**src/rtl/updown_counter_param.sv**
```systemverilog
// updown_counter_param
//    Parametrised modulo-(MAX+1) up/down counter with count enable, synchronous
//    load (clamped to MAX), wrap/saturate mode select, combinational terminal
//    count, a registered one-cycle wrap pulse and a sticky saturation flag.
//
// Parameters
//    WIDTH      counter width in bits (>= 1)
//    MAX        highest count value, 0 < MAX <= 2^WIDTH-1
//
// Ports
//    Clk        clock, rising edge
//    rst        asynchronous active-low reset
//    en         count enable (0 = hold)
//    UpOrDown   1 = up, 0 = down
//    sat        1 = saturate at the bounds, 0 = wrap
//    load       synchronous load strobe (priority over en)
//    load_val   value to load, clamped to MAX
//    match_val  compare value (only with UPDOWN_COUNTER_MATCH_EN)
//    Count      current count (registered)
//    tc         terminal count (combinational, for same-cycle cascading)
//    wrap_pulse one-cycle registered pulse per wrap event
//    sat_hit    sticky: a saturating step was blocked; cleared by load/reset
//    match      registered Count == match_val (only with UPDOWN_COUNTER_MATCH_EN)
//
// Optional feature macro: UPDOWN_COUNTER_MATCH_EN
module updown_counter_param #(
   parameter int unsigned WIDTH = 4,
   parameter int unsigned MAX   = 15
) (
   input  logic             Clk,
   input  logic             rst,
   input  logic             en,
   input  logic             UpOrDown,
   input  logic             sat,
   input  logic             load,
   input  logic [WIDTH-1:0] load_val,
`ifdef UPDOWN_COUNTER_MATCH_EN
   input  logic [WIDTH-1:0] match_val,
   output logic             match,
`endif
   output logic [WIDTH-1:0] Count,
   output logic             tc,
   output logic             wrap_pulse,
   output logic             sat_hit
);

   localparam logic [WIDTH-1:0] MaxVal = WIDTH'(MAX);
   localparam logic [WIDTH-1:0] One    = WIDTH'(1);

   logic [WIDTH-1:0] count_q, count_d;
   logic             wrap_q, wrap_d;
   logic             sat_hit_q, sat_hit_d;

   // Bounds are tested explicitly rather than relying on 2^WIDTH rollover,
   // since MAX may be below the natural range of the register.
   always_comb begin
      count_d   = count_q;
      wrap_d    = 1'b0;
      sat_hit_d = sat_hit_q;
      if (load) begin
         count_d   = (load_val > MaxVal) ? MaxVal : load_val;
         sat_hit_d = 1'b0;
      end else if (en) begin
         if (UpOrDown) begin
            if (count_q < MaxVal) begin
               count_d = count_q + One;
            end else if (!sat) begin
               count_d = '0;
               wrap_d  = 1'b1;
            end else begin
               sat_hit_d = 1'b1;
            end
         end else begin
            if (count_q > '0) begin
               count_d = count_q - One;
            end else if (!sat) begin
               count_d = MaxVal;
               wrap_d  = 1'b1;
            end else begin
               sat_hit_d = 1'b1;
            end
         end
      end
   end

   always_ff @(posedge Clk or negedge rst) begin
      if (!rst) begin
         count_q   <= '0;
         wrap_q    <= 1'b0;
         sat_hit_q <= 1'b0;
      end else begin
         count_q   <= count_d;
         wrap_q    <= wrap_d;
         sat_hit_q <= sat_hit_d;
      end
   end

   assign Count      = count_q;
   assign wrap_pulse = wrap_q;
   assign sat_hit    = sat_hit_q;
   assign tc         = en & ((UpOrDown & (count_q == MaxVal)) | (~UpOrDown & (count_q == '0)));

`ifdef UPDOWN_COUNTER_MATCH_EN
   // Compared against the next count so match lines up with Count itself.
   logic match_q;

   always_ff @(posedge Clk or negedge rst) begin
      if (!rst) begin
         match_q <= 1'b0;
      end else begin
         match_q <= (count_d == match_val);
      end
   end

   assign match = match_q;
`endif

endmodule

```
**config.mk**
```make
export PLATFORM = sky130hd
export DESIGN_NAME = updown_counter_param
export DESIGN_NICKNAME = d
export VERILOG_FILES = /design/src/rtl/updown_counter_param.sv
export SDC_FILE = /design/constraint.sdc
export NUM_CORES = 1
export LEC_CHECK = 0
export BUFFER_PORTS_ARGS = -buffer_cell sky130_fd_sc_hd__buf_2
export CORE_AREA = 5 5 42 44
export CTS_BUF_LIST = sky130_fd_sc_hd__clkbuf_8
export DETAILED_ROUTE_END_ITERATION = 7
export DIE_AREA = 0 0 47 49
export SKIP_CTS_REPAIR_TIMING = 1
export SYNTH_ARGS = -nofsm -noshare
export SYNTH_HDL_FRONTEND = slang
export SYNTH_SLANG_ARGS = --single-unit
export TNS_END_PERCENT = 20
```
**constraint.sdc**
```tcl
create_clock -name Clk -period 1.95 [get_ports Clk]
set_input_delay 0.195 -clock Clk [delete_from_list [all_inputs] [get_ports Clk]]
set_output_delay 0.195 -clock Clk [all_outputs]
set_load 0.02 [all_outputs]
```
==> flow_summary.ini <==
[global_route]
grt_pass1_vias = 364
grt_overflow = 0
grt.total_usage = 0.09251
grt_antenna_before_repair = 0
grt_max_degree = 10
grt_pass1_wl_um = 1483

[cells_and_area]
area_growth_pct = 35.95
nFillCells = 152
final_core_util = 0.4018
final_cell_mix = buf_2, dfrtp_1, inv_1
multiInputGateArea_um2 = 239.0
diodes = 0
finalNetCount = 77
seq_area_um2 = 150.1
mostFrequentLayoutCell = buf_2
drive_gt1_frac = 0.3651

[cts]
cts.sinks = 6
clk_latency_ps = 220
cts_root_buffer = clkbuf_8
htree_levels = 1
cts_tree = yes
cts.clk_slew.worst_paths_ps = 40
cts_made_buffers = 3
cts_buffer_depth = 2

[place]
port_buffers = 16
post-place-ws_ps = 160.5
hpwl_um = 752.2
place_congestion = 0.8215

[logic_synthesis]
synth_nets = 57
syn_area_um2 = 414.1
yosysSeqAreaShare = 0.3625
syn_inst = 45
synth.yosys.warnings = 0
ys.flop_type = dfrtp_1
synth-edff-count = 0
yosysUniqueCellTypes = 21
async_flop_share = 1.000
synth.ff_latch_count = 6
avgSynthCellArea_um2 = 9.203

[floorplan]
row_count = 14
die_area_um2 = 2303
core_um2 = 1401
die_h_um = 49
ios = 17
die_w_um = 47
start_util = 0.2955

[setup_path]
path_max_fanout = 5
critPathCaptureType = output pin
cp-startpoint = Count[0]$_DFFE_PN0P_
start_kind = flip-flop
worstPathArrival_ps = 1640
criticalPathCategory = reg2out
reg2reg_from = Count[1]$_DFFE_PN0P_
crit_required_ps = 1750

[detailed_routing]
avgViaCountPerCell = 4.810
vias = 380
drc = 0
wl_per_cell_um = 11.28
detail-route-antenna-nets = 0
dr.pass1.iters = 2
wl_um = 891
initialDrtViolationCount = 4

[sta]
slew_headroom = 0.7783
setup_ws_ps = 118.9
setup_viol = 0
fmaxAchievable_mhz = 546.1
timing.final.crit_period_ps = 1831
worstMarginPinSlew_ps = 328.3
fin_crit_sh = 0.9390
drv_slew = 0
hold_viol = 0
finalSetupTns_ps = 0
finalClockSkew_ps = 0.9491
rsz0062_at_grt = false

[power_and_ir_drop]
pwr_density_cell_nw_per_um2 = 835.3
power.total_w = 0.0004703
p_leak_nw = 0.2934
ir_drop_mv = 0.3973

[min_path]
min_from = sat
hp-class = in2reg

[run_status]
outcome = finished clean

[flow_run]
maxCapViolations = 0
## final cells by class
cell class | instances | area share
Tap cell | 16 | 0.03556
Sequential cell | 6 | 0.2667
Multi-Input combinational cell | 31 | 0.4244
Timing Repair Buffer | 17 | 0.1600
Inverter | 6 | 0.04000
Clock buffer | 3 | 0.07333
## through the flow
step           hold slack (ps)  area (um^2)  std cells
2_1_floorplan           -100.6        414.1         45
3_5_place_dp             30.88        499.2         75
3_3_place_gp             24.36        499.2         75
4_1_cts                 -201.9        540.5         78
6_report                 175.6        563.0         79
5_1_grt                  191.1        563.0         79
## path summary, 6_finish.rpt
check	endpoint	slack (ps)	cells past startpoint
max	tc	120	6
min	wrap_pulse$_DFF_PN0_	180	2
max reg2reg	Count[3]$_DFFE_PN0P_	180	6
min reg2reg	sat_hit$_DFFE_PN0P_	490	2
max in group asynchronous	Count[3]$_DFFE_PN0P_	1470	2
min in group asynchronous	Count[0]$_DFFE_PN0P_	340	2
## cell usage after synthesis (all sizes together) (2+ instances only)
cell type | instances | area [um^2]
xnor2 | 2 | 17.52
ha | 2 | 25.02
inv | 6 | 22.52
o41ai | 2 | 25.03
a21oi | 3 | 15.01
dfrtp | 6 | 150.1
mux2i | 2 | 20.02
nor2 | 4 | 15.01
a31oi | 2 | 12.51
buf | 2 | 15.01
o21ai | 5 | 25.02
nand2 | 2 | 7.510
## cells by family (layout without fill, tap and decap cells)
| family | after synthesis | count (layout) | share of synthesized area |
|---|---|---|---|
| multiplexers | 2 | 2 | 0.04834 |
| buffers and inverters | 8 | 26 | 0.09062 |
| flip-flops | 6 | 6 | 0.3625 |
| XOR/XNOR | 2 | 2 | 0.04230 |
| AO/OA/AOI/OAI | 15 | 15 | 0.2749 |
| AND/OR/NAND/NOR | 10 | 10 | 0.1209 |
| adder cells (fa/ha/maj) | 2 | 2 | 0.06041 |
## report_power, final
part | switching [W] | total, W | internal, W
Clock | 0.0000497 | 0.000182 | 0.000132
Sequential | 0.0000191 | 0.000156 | 0.000137
Combinational | 0.0000739 | 0.000132 | 0.0000581
## flip-flops by register name, summed over array words and instances (netlist names)
signal and count:
Count 4, sat_hit 1, wrap_pulse 1
## layer usage
metal  global-route usage  vias up  share of wire
li1                     -      197              -
met1              0.09978      168           0.44
met2               0.1380       15           0.48
met3              0.04797        0          0.080
met4              0.05530        0              0
met5                    0        -              0
## worst max-delay path: stages (launching register included)
cell	delay, ps
dfrtp_1	410
inv_1	120
ha_1	190
inv_1	70
o41ai_4	260
and2_4	200
buf_2	150
(Power assumes the default switching activity.)
